`src/rtl/serial_shifter_if.sv`:
```
`default_nettype none
// ============================================================================
// Module      : serial_shifter_if
// Description : Request/response bundle between a shift requester and the
//               bit-serial shifter.
// Revision    : 1.0 - initial release
// ============================================================================
interface serial_shifter_if #(
  parameter int WIDTH = 32
);
  logic             start;
  logic             flush;
  logic [1:0]       op;
  logic [WIDTH-1:0] operand;
  logic [WIDTH-1:0] shamt_ext;
  logic             busy;
  logic             done;
  logic [WIDTH-1:0] result;

  modport master (
    output start, flush, op, operand, shamt_ext,
    input  busy, done, result
  );

  modport slave (
    input  start, flush, op, operand, shamt_ext,
    output busy, done, result
  );
endinterface
`default_nettype wire

```
`src/rtl/serial_shifter.sv`:
```
`default_nettype none
// ============================================================================
// Module      : serial_shifter
// Description : Bit-serial shifter; SLL/SRL/SRA/pass-through, one bit per
//               clock, with flush abort and a one-cycle done pulse.
// Revision    : 1.0 - initial release
// ============================================================================
module serial_shifter #(
  parameter int WIDTH = 32,
  parameter int SHW   = 5
) (
  input  wire              clk,
  input  wire              rst_n,
  serial_shifter_if.slave  sif
);

  localparam logic [1:0] c_OP_SLL  = 2'b00;
  localparam logic [1:0] c_OP_SRL  = 2'b01;
  localparam logic [1:0] c_OP_SRA  = 2'b10;
  localparam logic [1:0] c_OP_PASS = 2'b11;

  typedef enum logic [1:0] {
    IDLE  = 2'd0,
    SHIFT = 2'd1,
    DONE  = 2'd2
  } state_t;

  state_t           r_state;
  state_t           w_state_nxt;
  logic [WIDTH-1:0] r_acc;
  logic [1:0]       r_op_q;
  logic [SHW-1:0]   r_count;
  logic [WIDTH-1:0] r_result;
  logic [WIDTH-1:0] w_acc_shifted;
  logic             w_accept;

  // A new request is only taken when no shift is in flight and no flush.
  assign w_accept = sif.start && !sif.flush && (r_state != SHIFT);

  // State register; reset is asynchronous so an in-flight shift dies at once.
  always_ff @(posedge clk or negedge rst_n) begin
    if (!rst_n) r_state <= IDLE;
    else        r_state <= w_state_nxt;
  end

  // Next-state: flush beats everything, DONE can chain straight into SHIFT.
  always_comb begin
    w_state_nxt = r_state;
    if (sif.flush) begin
      w_state_nxt = IDLE;
    end else begin
      case (r_state)
        IDLE:    w_state_nxt = sif.start ? SHIFT : IDLE;
        SHIFT:   w_state_nxt = (r_count == '0) ? DONE : SHIFT;
        DONE:    w_state_nxt = sif.start ? SHIFT : IDLE;
        default: w_state_nxt = IDLE;
      endcase
    end
  end

  // One-bit shift of the accumulator according to the captured operation.
  always_comb begin
    w_acc_shifted = r_acc;
    case (r_op_q)
      c_OP_SLL:  w_acc_shifted = {r_acc[WIDTH-2:0], 1'b0};
      c_OP_SRL:  w_acc_shifted = {1'b0, r_acc[WIDTH-1:1]};
      c_OP_SRA:  w_acc_shifted = {r_acc[WIDTH-1], r_acc[WIDTH-1:1]};
      c_OP_PASS: w_acc_shifted = r_acc;
      default:   w_acc_shifted = r_acc;
    endcase
  end

  // Datapath: capture on accept, shift while counting, publish on exit.
  always_ff @(posedge clk or negedge rst_n) begin
    if (!rst_n) begin
      r_acc    <= '0;
      r_op_q   <= c_OP_SLL;
      r_count  <= '0;
      r_result <= '0;
    end else if (w_accept) begin
      r_acc   <= sif.operand;
      r_op_q  <= sif.op;
      // Pass-through never shifts, whatever the immediate says.
      r_count <= (sif.op == c_OP_PASS) ? '0 : sif.shamt_ext[SHW-1:0];
    end else if (!sif.flush && (r_state == SHIFT)) begin
      if (r_count != '0) begin
        r_acc   <= w_acc_shifted;
        r_count <= r_count - 1'b1;
      end else begin
        r_result <= r_acc;
      end
    end
  end

  assign sif.busy   = (r_state == SHIFT);
  assign sif.done   = (r_state == DONE);
  assign sif.result = r_result;

endmodule
`default_nettype wire

```
`src/flat_wrapper.sv`:
```
// flat-port wrapper written by rule: the top's interface ports become plain ports
module serial_shifter_flat 
#(
  parameter int WIDTH = 32,
  parameter int SHW   = 5
)
  (clk, rst_n, sif_start, sif_flush, sif_op, sif_operand, sif_shamt_ext, sif_busy, sif_done, sif_result);
  serial_shifter_if #(.WIDTH(WIDTH)) sif_i ();
  input  wire clk;
  input  wire rst_n;
  input wire logic [$bits(sif_i.start)-1:0] sif_start;
  input wire logic [$bits(sif_i.flush)-1:0] sif_flush;
  input wire logic [$bits(sif_i.op)-1:0] sif_op;
  input wire logic [$bits(sif_i.operand)-1:0] sif_operand;
  input wire logic [$bits(sif_i.shamt_ext)-1:0] sif_shamt_ext;
  output wire logic [$bits(sif_i.busy)-1:0] sif_busy;
  output wire logic [$bits(sif_i.done)-1:0] sif_done;
  output wire logic [$bits(sif_i.result)-1:0] sif_result;
  assign sif_i.start = sif_start;
  assign sif_i.flush = sif_flush;
  assign sif_i.op = sif_op;
  assign sif_i.operand = sif_operand;
  assign sif_i.shamt_ext = sif_shamt_ext;
  assign sif_busy = sif_i.busy;
  assign sif_done = sif_i.done;
  assign sif_result = sif_i.result;
  serial_shifter #(.WIDTH(WIDTH), .SHW(SHW)) u_core (.clk(clk), .rst_n(rst_n), .sif(sif_i));
endmodule
```
`config.mk`:
```
export PLATFORM = sky130hd
export DESIGN_NAME = serial_shifter_flat
export DESIGN_NICKNAME = d
export VERILOG_FILES = /design/src/rtl/serial_shifter_if.sv /design/src/rtl/serial_shifter.sv /design/src/flat_wrapper.sv
export SDC_FILE = /design/constraint.sdc
export NUM_CORES = 1
export LEC_CHECK = 0
export ABC_AREA = 1
export BUFFER_PORTS_ARGS = -buffer_cell sky130_fd_sc_hd__clkbuf_2
export CORE_MARGIN = 4
export CORE_UTILIZATION = 45
export CTS_CLUSTER_DIAMETER = 50
export DETAILED_ROUTE_END_ITERATION = 10
export PLACE_DENSITY = 0.71
export SYNTH_ARGS = -nofsm -noshare
export SYNTH_HDL_FRONTEND = slang
export SYNTH_SLANG_ARGS = --single-unit
```
`constraint.sdc`:
```
create_clock -name clk -period 2.2 [get_ports clk]
set_input_delay 0.11 -clock clk [delete_from_list [all_inputs] [get_ports clk]]
set_output_delay 0.11 -clock clk [all_outputs]
set_load 0.02 [all_outputs]
```
After elaboration in Yosys (flattened, before gate mapping)
Index checks and enable logic that the tools add are counted.
{"block": "classes", "muxes": 12, "eq_ne": 9, "bitwise": 2, "n_reduce_logical": 15, "add_sub_neg": 1}
{"op": "$mux 32", "count": 3}
{"op": "$pmux 32 s3", "count": 1}
{"op": "$mux 5", "count": 4}
{"op": "$eq 2x2->1 const B", "count": 4}
{"op": "$ne 2x1->1 const B", "count": 3}
{"op": "$reduce_and 3->1", "count": 2}
{"op": "$logic_not 5->1", "count": 1}
{"op": "$reduce_bool 5->1", "count": 1}
{"op": "$sub 5x1->5 const B", "count": 1}
{"op": "$eq 2x1->1 const B", "count": 2}
{"op": "$logic_not 2->1", "count": 2}
{"op": "$mux 2", "count": 2}
{"op": "$pmux 2 s2", "count": 1}
{"op": "$reduce_and 4->1", "count": 1}
{"op": "$reduce_bool 2->1", "count": 2}
{"op": "$logic_and 1x1->1", "count": 3}
{"op": "$not 1->1", "count": 2}
{"op": "$reduce_and 2->1", "count": 1}
{"op": "$reduce_or 2->1", "count": 1}
{"op": "$logic_not 1->1", "count": 1}
{"op": "$mux 1", "count": 1}
{"block": "totals", "output_inout_bits": 34, "in_bits": 70, "register_bits": 73}

Logic depth before layout (Yosys ltp)
Gate-level depths: netlist of run 1.
{"block": "logic_depth", "word_depth": 5, "depth_mapped": 11, "depth_no_buf": 10}

Worst setup path before layout of run 1
No wires, ideal clock.
{"block": "synth_path", "kind": "reg-to-reg", "from": "register u_core.r_op_q[0]", "to": "register u_core.r_acc[0]", "path_buffers": 2, "period_less_slack_ns": 1.465, "setup_ns": 0.116, "t_arrival_ns": 1.348, "required_ns": 2.084, "stages_incl_launch_ff": 10, "setup_slack_ns": 0.735, "path_cell_list": "dfrtp_1 inv_1 ha_1 buf_2 clkbuf_1 nor2_1 nand3_1 nand2_1 nand2_1 nand2_1"}
{"block": "synth_via", "elab_chain_cells": 5, "elab_cells_between_ends": 10}
{"element": "start: declaration", "line": "serial_shifter.sv:31", "rtl": "logic [1:0] r_op_q;"}
{"element": "start signal: assignment", "line": "serial_shifter.sv:77", "rtl": "r_op_q <= c_OP_SLL;"}
{"element": "start signal: assignment", "line": "serial_shifter.sv:82", "rtl": "r_op_q <= sif.op;"}
{"element": "$eq 2x2->1 (tied with other cells)", "line": "serial_shifter.sv:64", "rtl": "case (r_op_q)"}
{"element": "$pmux 32 s3", "line": "serial_shifter.sv:64"}
{"element": "$mux 32", "line": "serial_shifter.sv:86", "rtl": "if (r_count != '0) begin"}
{"element": "$mux 32", "line": "serial_shifter.sv:85", "rtl": "end else if (!sif.flush && (r_state == SHIFT)) begin"}
{"element": "$mux 32", "line": "serial_shifter.sv:80", "rtl": "end else if (w_accept) begin"}
{"element": "end signal: assignment", "line": "serial_shifter.sv:81", "rtl": "r_acc <= sif.operand;"}
{"element": "end signal: assignment", "line": "serial_shifter.sv:87", "rtl": "r_acc <= w_acc_shifted;"}
{"element": "end: declaration", "line": "serial_shifter.sv:30", "rtl": "logic [WIDTH-1:0] r_acc;"}
Several ways; a longest one is shown, not always the timed one. The select of a mux whose other input is x is not followed.
A chain may end at the register's enable or synchronous reset.

Final worst setup path of run 1
{"block": "layout_path", "from": "register u_core.r_count[0]", "to": "register u_core.r_acc[10]"}
{"block": "layout_via", "elab_chain_cells": 3}
{"element": "start: declaration", "line": "serial_shifter.sv:32", "rtl": "logic [SHW-1:0] r_count;"}
{"element": "start signal: assignment", "line": "serial_shifter.sv:84", "rtl": "r_count <= (sif.op == c_OP_PASS) ? '0 : sif.shamt_ext[SHW-1:0];"}
{"element": "start signal: assignment", "line": "serial_shifter.sv:88", "rtl": "r_count <= r_count - 1'b1;"}
{"element": "$reduce_bool 5->1", "line": "serial_shifter.sv:86"}
{"element": "$reduce_bool 2->1 (no source line)"}
{"element": "$reduce_and 3->1 (no source line)"}
Every way passes these cells.

==> results of run 1 <==
[synthesized netlist by cell type]
cell and instances:
ha_1 4, inv_1 44, nand3_2 2, nor2_2 1
dfrtp_1 73, o21ai_0 8, clkbuf_1 8, buf_6 2
a21oi_1 21, o211ai_1 1, nor2_1 69, a21oi_2 10
buf_4 4, nor2_8 1, nand3_1 43, nand2_2 1
nand2_1 279, inv_2 3, buf_2 20, nor2_4 1
[path summary, 6_finish.rpt]
kind	cells after the start	slack, ns	end
max	8	0.31	u_core.r_acc[10]
min	5	0.07	u_core.r_acc[4]
max reg2reg	8	0.31	u_core.r_acc[10]
min reg2reg	2	0.49	u_core.r_acc[31]
max in group asynchronous	2	1.14	u_core.sif.result[16]
min in group asynchronous	2	0.46	u_core.sif.result[4]
[registers in the layout, summed over array words and instances (netlist names)]
name and count:
u_core.r_acc 32, u_core.sif.result 32, u_core.r_count 5, u_core.r_op_q 2, u_core.r_state 2
[per-stage QoR]
stage	cells	area, sq um	worst slack (ns)	hold slack (ns)	util [%]
floorplan	595	4061	0.7351	-0.1856	-
global placement	756	4524	0.3996	0.3132	51.63
detailed placement	756	4524	0.3370	0.3225	51.63
CTS	776	4738	0.3081	0.04877	54.07
global route	776	4738	0.1698	0.06861	54.07
finish	776	4738	0.3148	0.06552	54.07
[worst max-delay path, delay by kind of cell (launching register included)]
| kind | cells | cell delay [ns] |
|---|---|---|
| DFF | 1 | 0.36 |
| buffers and inverters | 2 | 0.35 |
| adders and majority gates | 1 | 0.26 |
| and+or+nand+nor | 5 | 0.78 |
[power by group]
| group | internal [mW] | switching, mW |
|---|---|---|
| clock network | 0.467 | 0.478 |
| registers | 1.91 | 0.375 |
| logic | 0.943 | 1.78 |
| total | 3.32 | 2.63 |
[per-layer routing]
metal | global-route usage [%] | share of wire (%)
met1 | 24.30 | 47
met2 | 31.23 | 47
met3 | 3.112 | 4.0
met4 | 6.275 | 1.4
met5 | 0 | 0
[layout make-up]
cell class / count / area share (%)
clock buffers: 13 / 3.354
flip-flops and latches: 73 / 38.55
well taps: 108 / 2.852
repair buffers: 91 / 11.46
multi-input cells: 441 / 39.74
inverters: 47 / 3.723
clock inverters: 3 / 0.3169
[cell families after synthesis]
| group | synth area share, % |
|---|---|
| buf+inv | 8.842 |
| flops | 44.98 |
| compound gates | 5.915 |
| simple gates | 39.03 |
| fa+ha+maj | 1.232 |
==> impl_results.md, run 1 <==
- PortBufs: 76
- First-pass DRT Iterations: 4
- Total inserted antenna cells: 0
- Synth area leaders: dfrtp_1 (45%), nand2_1 (26%), nor2_1 (6.4%), nand3_1 (5.3%), inv_1 (4.1%)
- Hold/Removal Path Class: in2reg
- Largest net degree at the start of global routing: 74
- Top cell type by total area after synthesis: dfrtp_1
- Residual DRC count: 0
- Critical path required time: between 2 and 2.5 ns
- Max Clock Freq: roughly 530 MHz
- Setup repair after global routing missed its margin: false
- Final ANT Viol Nets: 0
- Clk_lat worst skew: 0.33 ns
- Number of register bits inferred by synthesis: 73
- Cell with the biggest individual delay on the critical path: dfrtp_1
- Mean post-synth cell area: around 6.8 sq um
- Share of the synthesized area in the top cell type: approximately 45%
- Clock tree from TritonCTS: yes
- Initial core utilization: roughly 46%
- Setup Viol. Count Final: 0
- Cell row count: 34
- Area Overhead vs Synth: 16.67%
- Max FO, Critical Path: 17
- Total Nets Final: approximately 740
- Total count of max-transition violations in the final report: 0
- Power per Cell Area: 1257 nW/um^2
- Seq/Total Area, Yosys: 44.98%
- Post-synthesis instance area: slightly above 4000 sq um
- Footprint of the multi-input gates: between 1500 and 2000 sq um
- First-pass GRT wire length: about 16000 microns
- Area of the die: 10610 sq um
- IR drop worst, VDD: 0.6431 mV
- Final RePlAce weighted congestion: about 0.79
- Die height: about 100 microns
- Antenna violations before repair: 0
- Number of cells upsized or downsized after cts: 0
- Class of the most critical setup path: reg2reg
- Slew of the pin with the lowest slew margin: between 0.9 and 1 ns
- Detailed-route wire length: between 9000 and 10000 microns
- Post-route fraction of the period consumed by the critical path: between 80% and 90%
- Vias in the first global route: 3468
- Final number of hold-violating endpoints: 0
- Detailed placement HPWL: 6319 microns
- Starting DRC count in detailed routing: between 100 and 150
- Layout cells sized above 1: between 10% and 20%
- Die X: around 100 microns
- CTS sink count: 73
- Number of filler cells placed in the layout: around 860
- Top library cells by usage in the layout, fill and taps aside: nand2_1 (278), clkbuf_2 (75), dfrtp_1 (73), nor2_1 (68), inv_1 (44)
- Vias after detailed routing: between 3000 and 4000
- Kind of end point of the critical path: register
- Max_slew headroom: 37.72%
- Run status: finished clean
- Startpoint Class: register
- Placeable core region: around 8800 sq um
- Detail-routed net length per standard cell: about 12 microns
- Biggest cell delay along the critical path: between 0.3 and 0.4 ns
- Distinct cell type count of the synthesized netlist: 20
- Post-CTS setup buffer count: 0
- CTS root buffer: clkbuf_8
- Total power after layout: 5.954 mW
- Clock transition time at the flip-flop clock pins of the worst setup and hold paths: 0.08 ns
- Critical Path Source: u_core.r_count[0]
- Number of warnings printed during yosys synthesis: 0
- Overall track demand over capacity in global routing: 18.57%
- Detailed-route vias per instance: approximately 4.8
- Final critical delay including setup and external delays: between 1.5 and 2 ns
- Worst Path Arrival: 2.10 ns
- Setup TNS: 0 ns
- MaxCap Viol Count: 0
- Register area: ~1800 sq um
- Worst hold start: sif_operand[4]
- Clock buffer depth: 2
- Number of nets in the synthesized netlist: ~670
- Count of mapped cells out of synthesis: slightly below 600
- Hold bufs inserted after CTS: 4
- Top Ports: 104
- Clock H-tree levels: 3
- Clock buffer count from CTS: 9
- Leakage power of the design: 2.696 nW
- Startpoint of the worst-slack reg-to-reg timing path: u_core.r_count[0]
- Sum of overflow across all layers after global routing: 0
- Critical-path cell list: inv_1, ha_1, nand3_2, nand3_2, nand2_1, buf_4, nand2_1, nand2_1
- Leading cell type in the layout, fill and taps excluded: nand2_1
- Crit path top cell by count: nand2_1
- Skew final: 0.006950 ns
Power figures use the tool's default switching activity.
==> inputs of run 2 (changes only) <==
CORE_MARGIN = 3   (was 4)
==> impl_results.md, run 2 (synthesized netlist as in run 1, its figures left out) <==
- Clock buffer count from CTS: 9 (unchanged)
- Power per Cell Area: 1258 nW/um^2 (+0.13%)
- Detailed placement HPWL: 6364 microns (+0.71%)
- Worst Path Arrival: 2.02 ns (-0.08 ns)
- Antenna violations before repair: 0 (unchanged)
- Tightest hold margin: 0.01900 ns (-0.04652 ns)
- Minimum setup slack among reg-to-reg paths: 0.43 ns (+0.12 ns)
- Worst hold start: sif_op[0]
- Max Clock Freq: 566.1 MHz (+6.7%)
- CTS root buffer: clkbuf_8
- Detailed-route wire length: 9323 microns (+2.5%)
- Hold depth: 3 (-2)
- Post-CTS setup buffer count: 0 (unchanged)
- Hold/Removal Path Class: in2reg
- Top Ports: 104 (unchanged)
- Skew final: 0.009632 ns (+0.002682 ns)
- Startpoint Class: register
- Capture point of the worst reg-to-reg path: u_core.sif.result[9]
- Die X: 101 microns (-1.9%)
- Clk_lat worst skew: 0.33 ns (about the same)
- Top library cells by usage in the layout, fill and taps aside: nand2_1 (278), clkbuf_2 (75), dfrtp_1 (73), nor2_1 (68), inv_1 (44)
- Clock transition time at the flip-flop clock pins of the worst setup and hold paths: 0.08 ns (about the same)
- Detail-routed net length per standard cell: 12.03 microns (+2.6%)
- Vias after detailed routing: 3727 (-0.35%)
- Final RePlAce weighted congestion: 0.7565 (-3.7%)
- Initial core utilization: 46.34% (unchanged)
- Area of the die: 10200 sq um (-3.8%)
- Setup TNS: 0 ns (unchanged)
- MaxCap Viol Count: 0 (unchanged)
- Placeable core region: 8763 sq um (unchanged)
- Vias in the first global route: 3654 (+5.4%)
- First-pass GRT wire length: 16100 microns (+2.5%)
- Die height: 101 microns (-1.9%)
- First-pass DRT Iterations: 4 (unchanged)
- Run status: finished clean
- Total inserted antenna cells: 0 (unchanged)
- Clock buffer depth: 2 (unchanged)
- Setup Viol. Count Final: 0 (unchanged)
- Max_slew headroom: 62.99% (+25 points)
- CTS sink count: 73 (unchanged)
- Class of the most critical setup path: reg2reg
- Largest net degree at the start of global routing: 63 (-15%)
- Layout cells sized above 1: 18.44% (+0.028 points)
- Slew of the pin with the lowest slew margin: 0.5552 ns (-0.3790 ns)
- IR drop worst, VDD: 0.4742 mV (-26%)
- Detailed-route vias per instance: 4.809 (-0.22%)
- Clock H-tree levels: 3 (unchanged)
- Worst Hold Endpoint: u_core.r_op_q[0]
- Total count of max-transition violations in the final report: 0 (unchanged)
- Register area: 1827 sq um (unchanged)
- Setup repair after global routing missed its margin: false
- Sum of overflow across all layers after global routing: 0 (unchanged)
- Startpoint of the worst-slack reg-to-reg timing path: u_core.r_count[0]
- Number of filler cells placed in the layout: 884 (+2.4%)
- Final ANT Viol Nets: 0 (unchanged)
- Total power after layout: 5.965 mW (+0.18%)
- Critical path required time: 2.46 ns (+0.04 ns)
- Area Overhead vs Synth: 16.73% (about the same)
- Final critical delay including setup and external delays: 1.766 ns (-0.1187 ns)
- Clock tree from TritonCTS: yes
- Post-route fraction of the period consumed by the critical path: 80.29% (-5.4 points)
- Overall track demand over capacity in global routing: 19.53% (+0.97 points)
- Leakage power of the design: 2.695 nW (about the same)
- Number of cell instances on the worst register-to-register path: 7 (-1)
- Final number of hold-violating endpoints: 0 (unchanged)
- Cell row count: 34 (unchanged)
- PortBufs: 76 (unchanged)
- Starting DRC count in detailed routing: 181 (+33%)
- Footprint of the multi-input gates: 1883 sq um (unchanged)
- Residual DRC count: 0 (unchanged)
- Leading cell type in the layout, fill and taps excluded: nand2_1
- Kind of end point of the critical path: register
- Total Nets Final: 736 (-0.14%)
- Max FO, Critical Path: 26 (+9)
## run 2: cell count changes in the layout (fill, tap and decap cells not counted), sizes merged
cell         before  now
dlygate4sd3       4    3
## run 2: worst max-delay path, stage by stage (launching register included)
cell	delay (ns)
dfrtp_1	0.37
inv_1	0.12
ha_1	0.25
nand3_2	0.19
nor2_8	0.35
buf_12	0.22
nor2_1	0.06
a21oi_1	0.11
## run 2: repair_timing
| item | 4_1_cts | 5_1_grt |
|---|---|---|
| hold buffers | 3 | 0 |
| hold endpoints to repair | 42 | 0 |
| resized for setup | 0 | 0 |
## run 2: worst max path at each step
| stage | startpoint | endpoint | slack, ns | cells past startpoint |
|---|---|---|---|---|
| detailed placement | u_core.r_count[0] | u_core.sif.result[11] | 0.43 | 7 |
| global route | u_core.r_count[0] | u_core.sif.result[12] | 0.21 | 7 |
| finish | u_core.r_count[0] | u_core.sif.result[9] | 0.43 | 7 |
| global placement | u_core.r_count[0] | u_core.sif.result[31] | 0.49 | 7 |
| CTS | u_core.r_count[0] | u_core.sif.result[9] | 0.41 | 7 |
| floorplan | u_core.r_op_q[0] | u_core.r_acc[0] | 0.74 | 9 |
## run 2: layout make-up
class / instances / area share (%)
flip-flops and latches: 73 / 38.53
clock buffers: 13 / 3.352
inverters: 47 / 3.721
clock inverters: 3 / 0.3167
repair buffers: 90 / 11.51
multi-input cells: 441 / 39.72
well taps: 108 / 2.850
## run 2: per-stage QoR
step	cell area, sq um	std cells	util, %	setup slack (ns)
5_1_grt	4741	775	54.10	0.2140
6_report	4741	775	54.10	0.4335
2_1_floorplan	4061	595	-	0.7351
3_5_place_dp	4537	756	51.77	0.4267
4_1_cts	4741	775	54.10	0.4062
3_3_place_gp	4537	756	51.77	0.4904
## run 2: metal layers
metal	GRT usage (%)	up-vias	routed length, microns	share of wire [%]
li1	-	1939	-	-
met1	24.33	1701	4230	45
met2	33.92	81	4517	48
met3	3.322	6	492	5.3
met4	7.157	0	83	0.89
met5	0	-	0	0
## run 2: report_power, final
group	leakage, nW	switching, mW	internal (mW)
logic	1.66	1.78	0.944
registers	0.937	0.386	1.91
clock network	0.0932	0.480	0.467
total	2.69	2.64	3.32
